File: src/rtl/servo_pwm_gen_pkg.sv
// rtl/servo_pwm_gen_pkg.sv - shared servo constants, widths and calc FSM state type
//
// Purpose: single home for the servo timing defaults (also used by the UI
// angle block) plus the state encoding of the width calculator.
// Ports: none (package).

package servo_pwm_gen_pkg;

  // Angle range shared with the front-panel UI.
  localparam int unsigned DEF_MAX_ANGLE    = 180;
  localparam int unsigned DEF_MIN_ANGLE    = 0;

  // Pulse and frame timing, microseconds.
  localparam int unsigned DEF_MIN_PULSE_US = 500;
  localparam int unsigned DEF_MAX_PULSE_US = 2500;
  localparam int unsigned DEF_FRAME_US     = 20000;
  localparam int unsigned DEF_NEUTRAL_US   = 1500;

  // Datapath widths: 8-bit angle x 12-bit range -> 20-bit product.
  localparam int unsigned ANGLE_W = 8;
  localparam int unsigned WIDTH_W = 12;
  localparam int unsigned PROD_W  = 20;

  typedef enum logic [1:0] {
    CALC_IDLE,
    CALC_MUL,
    CALC_DIV,
    CALC_DONE
  } calc_state_e;

  // Saturate an angle command at the full-scale angle.
  function automatic logic [ANGLE_W-1:0] clamp_angle(input logic [ANGLE_W-1:0] angle,
                                                     input int unsigned max_angle);
    if (32'(angle) > max_angle) begin
      return ANGLE_W'(max_angle);
    end
    return angle;
  endfunction

endpackage

File: src/rtl/servo_width_calc.sv
// rtl/servo_width_calc.sv - angle to pulse width converter (clamp, multiply, restoring divide, offset)
//
// Purpose: width = MIN_PULSE_US + floor(min(angle,MAX_ANGLE)*(MAX-MIN)/MAX_ANGLE).
// One multiply clock, PROD_W restoring-divide clocks (one quotient bit each),
// then a one-clock done. oDone rises 21 clocks after iStart.
// Ports:
//   Clk       in   system clock
//   iRst_n    in   synchronous active-low reset (aborts any computation)
//   iStart    in   start strobe; restarts the computation if already busy
//   iAngle    in   angle, degrees (latched on iStart)
//   oDone     out  one-clock strobe, oWidthUs valid while high
//   oWidthUs  out  computed pulse width, us

module servo_width_calc
  import servo_pwm_gen_pkg::*;
#(
  parameter int unsigned MAX_ANGLE    = DEF_MAX_ANGLE,
  parameter int unsigned MIN_PULSE_US = DEF_MIN_PULSE_US,
  parameter int unsigned MAX_PULSE_US = DEF_MAX_PULSE_US
) (
  input  logic               Clk,
  input  logic               iRst_n,
  input  logic               iStart,
  input  logic [ANGLE_W-1:0] iAngle,
  output logic               oDone,
  output logic [WIDTH_W-1:0] oWidthUs
);

  localparam int unsigned          DIV_STEPS = PROD_W;
  localparam int unsigned          CNT_W     = $clog2(DIV_STEPS);
  localparam logic [ANGLE_W-1:0]   DIVISOR   = ANGLE_W'(MAX_ANGLE);
  localparam logic [WIDTH_W-1:0]   RANGE_US  = WIDTH_W'(MAX_PULSE_US - MIN_PULSE_US);
  localparam logic [WIDTH_W-1:0]   OFFSET_US = WIDTH_W'(MIN_PULSE_US);

  calc_state_e        state_q, state_d;
  logic [ANGLE_W-1:0] angle_q, angle_d;
  // Dividend shifts out of the top while quotient bits enter at the bottom.
  logic [PROD_W-1:0]  quo_q, quo_d;
  logic [ANGLE_W-1:0] rem_q, rem_d;
  logic [CNT_W-1:0]   cnt_q, cnt_d;
  logic [ANGLE_W:0]   rem_shift;

  always_comb begin
    state_d   = state_q;
    angle_d   = angle_q;
    quo_d     = quo_q;
    rem_d     = rem_q;
    cnt_d     = cnt_q;
    // Remainder stays below the divisor, so one extra bit holds the shifted value.
    rem_shift = {rem_q, quo_q[PROD_W-1]};

    if (iStart) begin
      state_d = CALC_MUL;
      angle_d = clamp_angle(iAngle, MAX_ANGLE);
    end else begin
      case (state_q)
        CALC_IDLE: begin
          state_d = CALC_IDLE;
        end
        CALC_MUL: begin
          quo_d   = PROD_W'(angle_q) * PROD_W'(RANGE_US);
          rem_d   = '0;
          cnt_d   = '0;
          state_d = CALC_DIV;
        end
        CALC_DIV: begin
          if (rem_shift >= {1'b0, DIVISOR}) begin
            rem_d = ANGLE_W'(rem_shift - {1'b0, DIVISOR});
            quo_d = {quo_q[PROD_W-2:0], 1'b1};
          end else begin
            rem_d = rem_shift[ANGLE_W-1:0];
            quo_d = {quo_q[PROD_W-2:0], 1'b0};
          end
          cnt_d = cnt_q + CNT_W'(1);
          if (cnt_q == CNT_W'(DIV_STEPS - 1)) begin
            state_d = CALC_DONE;
          end
        end
        CALC_DONE: begin
          state_d = CALC_IDLE;
        end
        default: begin
          state_d = CALC_IDLE;
        end
      endcase
    end
  end

  always_ff @(posedge Clk) begin
    if (!iRst_n) begin
      state_q <= CALC_IDLE;
      angle_q <= '0;
      quo_q   <= '0;
      rem_q   <= '0;
      cnt_q   <= '0;
    end else begin
      state_q <= state_d;
      angle_q <= angle_d;
      quo_q   <= quo_d;
      rem_q   <= rem_d;
      cnt_q   <= cnt_d;
    end
  end

  // Quotient never exceeds the range, so the low WIDTH_W bits carry it all.
  assign oDone    = (state_q == CALC_DONE);
  assign oWidthUs = OFFSET_US + quo_q[WIDTH_W-1:0];

endmodule

File: src/rtl/servo_pwm_gen.sv
// rtl/servo_pwm_gen.sv - hobby-servo PWM generator, one pulse per frame
//
// Purpose: us timebase, per-frame angle sampling, width conversion and
// registered PWM compare. Angle/enable are captured one us before the frame
// boundary; the computed width becomes active exactly at the boundary.
// Ports:
//   Clk       in   system clock
//   iRst_n    in   synchronous active-low reset
//   iAngle    in   commanded angle, degrees (clamped at MAX_ANGLE)
//   iEnable   in   1 = emit pulses, 0 = frame runs with oPwm low
//   oPwm      out  servo PWM, registered
//   oFrame    out  one-clock strobe on the first clock of each frame
//   oWidthUs  out  pulse width applied in the current frame, us

module servo_pwm_gen
  import servo_pwm_gen_pkg::*;
#(
  parameter int unsigned CLK_HZ       = 50_000_000,
  parameter int unsigned FRAME_US     = DEF_FRAME_US,
  parameter int unsigned MIN_PULSE_US = DEF_MIN_PULSE_US,
  parameter int unsigned MAX_PULSE_US = DEF_MAX_PULSE_US,
  parameter int unsigned MAX_ANGLE    = DEF_MAX_ANGLE,
  parameter int unsigned NEUTRAL_US   = DEF_NEUTRAL_US
) (
  input  logic               Clk,
  input  logic               iRst_n,
  input  logic [ANGLE_W-1:0] iAngle,
  input  logic               iEnable,
  output logic               oPwm,
  output logic               oFrame,
  output logic [WIDTH_W-1:0] oWidthUs
);

  localparam int unsigned TICK_DIV = CLK_HZ / 1_000_000;
  localparam int unsigned PRE_W    = $clog2(TICK_DIV);
  localparam int unsigned US_W     = $clog2(FRAME_US);

  logic [PRE_W-1:0]   pre_q, pre_d;
  logic [US_W-1:0]    us_q, us_d;
  logic               pwm_q, pwm_d;
  logic               frame_q, frame_d;
  logic [WIDTH_W-1:0] width_q, width_d;
  logic               en_q, en_d;
  // Pending values, captured at the sample point and applied at the boundary.
  logic [WIDTH_W-1:0] pend_width_q, pend_width_d;
  logic               pend_en_q, pend_en_d;

  logic               tick;
  logic               sample;
  logic               boundary;
  logic               calc_done;
  logic [WIDTH_W-1:0] calc_width;

  assign tick     = (pre_q == PRE_W'(TICK_DIV - 1));
  assign sample   = (pre_q == '0) && (us_q == US_W'(FRAME_US - 1));
  assign boundary = (pre_q == '0) && (us_q == '0);

  servo_width_calc #(
    .MAX_ANGLE    (MAX_ANGLE),
    .MIN_PULSE_US (MIN_PULSE_US),
    .MAX_PULSE_US (MAX_PULSE_US)
  ) u_calc (
    .Clk      (Clk),
    .iRst_n   (iRst_n),
    .iStart   (sample),
    .iAngle   (iAngle),
    .oDone    (calc_done),
    .oWidthUs (calc_width)
  );

  always_comb begin
    pre_d        = tick ? '0 : pre_q + PRE_W'(1);
    us_d         = us_q;
    pend_width_d = pend_width_q;
    pend_en_d    = pend_en_q;
    width_d      = width_q;
    en_d         = en_q;

    if (tick) begin
      us_d = (us_q == US_W'(FRAME_US - 1)) ? '0 : us_q + US_W'(1);
    end
    if (sample) begin
      pend_en_d = iEnable;
    end
    if (calc_done) begin
      pend_width_d = calc_width;
    end
    if (boundary) begin
      width_d = pend_width_q;
      en_d    = pend_en_q;
    end

    // Compare against the values taking effect this clock so the rising edge
    // lines up with the frame strobe.
    pwm_d   = en_d && (32'(us_q) < 32'(width_d));
    frame_d = boundary;
  end

  always_ff @(posedge Clk) begin
    if (!iRst_n) begin
      pre_q        <= '0;
      us_q         <= '0;
      pwm_q        <= 1'b0;
      frame_q      <= 1'b0;
      width_q      <= WIDTH_W'(NEUTRAL_US);
      en_q         <= 1'b1;
      pend_width_q <= WIDTH_W'(NEUTRAL_US);
      pend_en_q    <= 1'b1;
    end else begin
      pre_q        <= pre_d;
      us_q         <= us_d;
      pwm_q        <= pwm_d;
      frame_q      <= frame_d;
      width_q      <= width_d;
      en_q         <= en_d;
      pend_width_q <= pend_width_d;
      pend_en_q    <= pend_en_d;
    end
  end

  assign oPwm     = pwm_q;
  assign oFrame   = frame_q;
  assign oWidthUs = width_q;

endmodule

File: config.mk
export PLATFORM = sky130hd
export DESIGN_NAME = servo_pwm_gen
export DESIGN_NICKNAME = d
export VERILOG_FILES = /design/src/rtl/servo_pwm_gen_pkg.sv /design/src/rtl/servo_width_calc.sv /design/src/rtl/servo_pwm_gen.sv
export SDC_FILE = /design/constraint.sdc
export NUM_CORES = 1
export LEC_CHECK = 0
export CORE_ASPECT_RATIO = 1.4
export CORE_MARGIN = 5
export CORE_UTILIZATION = 55
export CTS_BUF_LIST = sky130_fd_sc_hd__clkbuf_8
export CTS_CLUSTER_SIZE = 8
export DETAILED_ROUTE_END_ITERATION = 10
export PLACE_DENSITY = 0.81
export SLEW_MARGIN = 0
export SYNTH_ARGS = -nofsm -noshare
export SYNTH_HDL_FRONTEND = slang
export SYNTH_SLANG_ARGS = --single-unit
export TNS_END_PERCENT = 1
File: constraint.sdc
create_clock -name Clk -period 5.35 [get_ports Clk]
set_clock_uncertainty 0.15 [all_clocks]
set_input_delay 1.07 -clock Clk [delete_from_list [all_inputs] [get_ports Clk]]
set_output_delay 1.07 -clock Clk [all_outputs]
set_load 0.005 [all_outputs]
==> results.tsv <==
metric	value	unit
outcome	completed	
Slew @ Worst Pin	928.9	ps
critical path endpoint category	register	
Congestion Overflow GR	0	
relative slew slack	0.3803	
# resized after CTS	0	
reg2reg end	u_calc.quo_q[15]	
# DRC	0	
# nets final	749	
Main synth FF type	dfxtp_1	
core area	10240	sq um
First-pass DRT Iterations	5	
root buf cell	clkbuf_8	
R2R cell count	14	
Final setup viols	0	
routed length per instance	14.85	um
Leakage	2.683	nW
fillcell total	896	
share of cells above drive strength 1	0.05758	
# clock sinks	92	
Cells on Worst Hold Path	2	
H-tree depth	3	
clock buffer count from CTS	9	
Seq/Total Area, Yosys	0.3233	
clk_lat worst skew	360	ps
Avg Synthesized Cell Area	8.873	sq um
ANT cells	0	
post-layout min period	4486	ps
crit-path leading delay family	adder cells	
cells after synthesis	642	
vias in the first global route	4574	
worst-path fanout max	7	
Post-synth EDFFs	0	
Post-Syn Area	5697	sq um
CP bufs+invs	2	
total negative slack	0	ps
Critical Path Source Type	register	
upper clock frequency limit	222.9	MHz
Yosys reg bits	92	
Die ar.	12520	sq um
Initial Util	0.5563	
synthesized net count	735	
Rows	44	
antenna violations before repair	0	
Worst Hold End	u_calc.quo_q[18]	
post-synthesis async set-or-reset flop share	0	
cell area after layout	6188	sq um
cts hold-fix bufs	0	
HP Class	reg2reg	
Pins Over Slew Limit	0	
Detail Placement HPWL	9009	um
# Post-CTS Setup Buffers	0	
Synth cell types	60	
clk slew on worst S/H paths	90	ps
cell mode on critical path	fa_1	
Ys Warns	0	
I/O pins	25	
Area growth, synth to finish	8.632	%
WS Path Type	reg2reg	
CTS tree	yes	
first-pass GRT wire length	20640	um
antenna-violating nets left	0	
largest net degree at the start of global routing	44	
Starting DRT DRC Count	235	
CP arrival	4630	ps
Die Wd	96.02	um
Fin Hold WS	332.3	ps
pwr/cell area	199.8	nW/um^2
placement-stage cell area	6023	sq um
RSZ-0062 raised after global routing	no	
Final Hold Fails	0	
VDD IR-drop max	0.1261	mV
vias	4514	
min-delay src	u_calc.quo_q[17]	
final WL	11850	um
Cell Chain, Critical Path	fa_1 > xor2_1 > ha_1 > inv_1 > fa_1 > fa_1 > inv_1 > ha_1 > o21ai_0 > o21bai_1 > a2111oi_2 > nor3_1 > or3b_1 > a21oi_1	
Global Route Usage Sum	0.2057	
launch point of the worst path	u_calc.angle_q[1]	
Clock Path Buffers	2	
Crit path largest cell delay	520	ps
worst r2r src	u_calc.angle_q[1]	
critical-path cell with the highest stage delay	fa_1	
cell accounting for the most synthesized area	dfxtp_1	
via-per-instance ratio	5.657	
Die Span Y	130.4	um
ranking of synthesized cells by area	dfxtp_1 32%, ha_1 13%, fa_1 7.4%	
max cap viols	0	
Final GP Congestion	0.8375	
Yosys top cell area share	0.3233	
FF-to-FF setup slack	860	ps
Final Cycle Share	0.8385	
critical path required time	5490	ps
IO buf count	24	
[where the power goes]
part	total [mW]	internal (mW)	switching, mW
clock	0.417	0.166	0.251
combinational	0.112	0.0440	0.0678
sequential	0.708	0.697	0.0111
total	1.24	0.907	0.329
[cells in the final DEF (no fill, tap or decap), types with 2 or more instances in the layout]
cell,netlist,routed
o211a_1,2,2
nor2_1,61,61
dfxtp_1,92,92
a22oi_1,2,2
o41ai_1,2,2
nand3b_1,2,2
a211oi_1,8,8
inv_1,51,51
or2_2,4,4
clkinv_2,0,2
fa_1,21,21
o221a_2,3,3
clkdlybuf4s50_1,0,24
and2_1,2,2
o211ai_1,6,6
nor3_1,11,11
a41oi_1,2,2
or4_1,2,2
nand2_1,63,63
a21oi_1,41,41
ha_1,61,61
xor2_1,18,18
xnor2_1,21,21
or3_1,2,2
o31ai_1,3,3
a21o_1,4,4
and3_1,8,8
a31oi_1,6,6
a211o_1,3,3
mux2i_1,23,23
clkbuf_8,0,9
nand4_1,12,12
o21ai_0,31,31
buf_4,1,4
nand3_1,25,25
and4bb_2,2,2
clkinvlp_4,0,3
[area by class of cell]
| type | instances | area [sq um] | share of cell area |
|---|---|---|---|
| Multi-Input combinational cell | 473 | 3543 | 0.5726 |
| Clock buffer | 9 | 123.9 | 0.02002 |
| Inverter | 52 | 195.2 | 0.03154 |
| Timing Repair Buffer | 28 | 270.3 | 0.04367 |
| Clock inverter | 6 | 41.29 | 0.006672 |
| Sequential cell | 92 | 1842 | 0.2976 |
| Tap cell | 138 | 172.7 | 0.02790 |
[cells by family (layout without fill, tap and decap cells)]
| kind of cell | Yosys count | count (layout) | synth area share |
|---|---|---|---|
| DFF | 92 | 92 | 0.3233 |
| and+or+nand+nor | 205 | 205 | 0.1737 |
| adders and majority gates | 82 | 82 | 0.2078 |
| buffers and inverters | 77 | 95 | 0.05469 |
| muxes | 24 | 24 | 0.04239 |
| xor gates and xnor gates | 39 | 39 | 0.05996 |
| AOI/OAI and AO/OA | 123 | 123 | 0.1382 |
[registers in the layout, summed over array words and instances (netlist names)]
name / flops
en_q: 1
oFrame: 1
oPwm: 1
oWidthUs: 12
pend_en_q: 1
pend_width_q: 12
pre_q: 6
u_calc.angle_q: 8
u_calc.cnt_q: 5
u_calc.quo_q: 20
u_calc.rem_q: 8
u_calc.state_q: 2
us_q: 15
[synthesized netlist by cell type, types with 3 or more instances]
cell type  count
nor3_1        11
xnor2_1       21
a211oi_1       8
o211ai_1       6
o221a_2        3
o21ai_0       31
a211o_1        3
clkbuf_1      17
nand3_1       25
nand2_1       63
nand4_1       12
buf_2          3
xor2_1        18
dfxtp_1       92
mux2i_1       23
inv_1         51
a21o_1         4
o31ai_1        3
and3_1         8
ha_1          61
a31oi_1        6
fa_1          21
a21oi_1       41
nor2_1        61
or2_2          4
[worst max path at each step]
stage                                  end  cells past startpoint
final                     u_calc.quo_q[15]                     14
after global routing      u_calc.quo_q[15]                     14
after CTS                 u_calc.quo_q[15]                     14
after detailed placement  u_calc.quo_q[15]                     14
after global placement    u_calc.quo_q[15]                     14
after floorplan           u_calc.quo_q[15]                     14
[metal layers]
layer  routed length, um  vias up  global-route usage
met4                 416        0             0.09213
met5                   0        -                   0
met3                 436       23             0.03837
li1                    -     2243                   -
met2                6370       89              0.3782
met1                4623     2159              0.2249
[metrics by stage]
stage	utilization	worst slack [ps]	power, mW	cells
6_report	0.6044	864.2	1.236	798
5_1_grt	0.6044	586.2	1.288	798
4_1_cts	0.6044	846.7	1.246	798
3_5_place_dp	0.5882	868.3	0.8361	783
3_3_place_gp	0.5882	1048	0.8311	783
2_1_floorplan	-	1170	0.8076	642
[worst min-delay path, delay by kind of cell (launching register included)]
family | cells | cell delay [ps]
AO/OA/AOI/OAI | 1 | 70
flip-flops | 1 | 320
AND/OR/NAND/NOR | 1 | 60
Note: power is estimated with default switching activity, not from simulation.
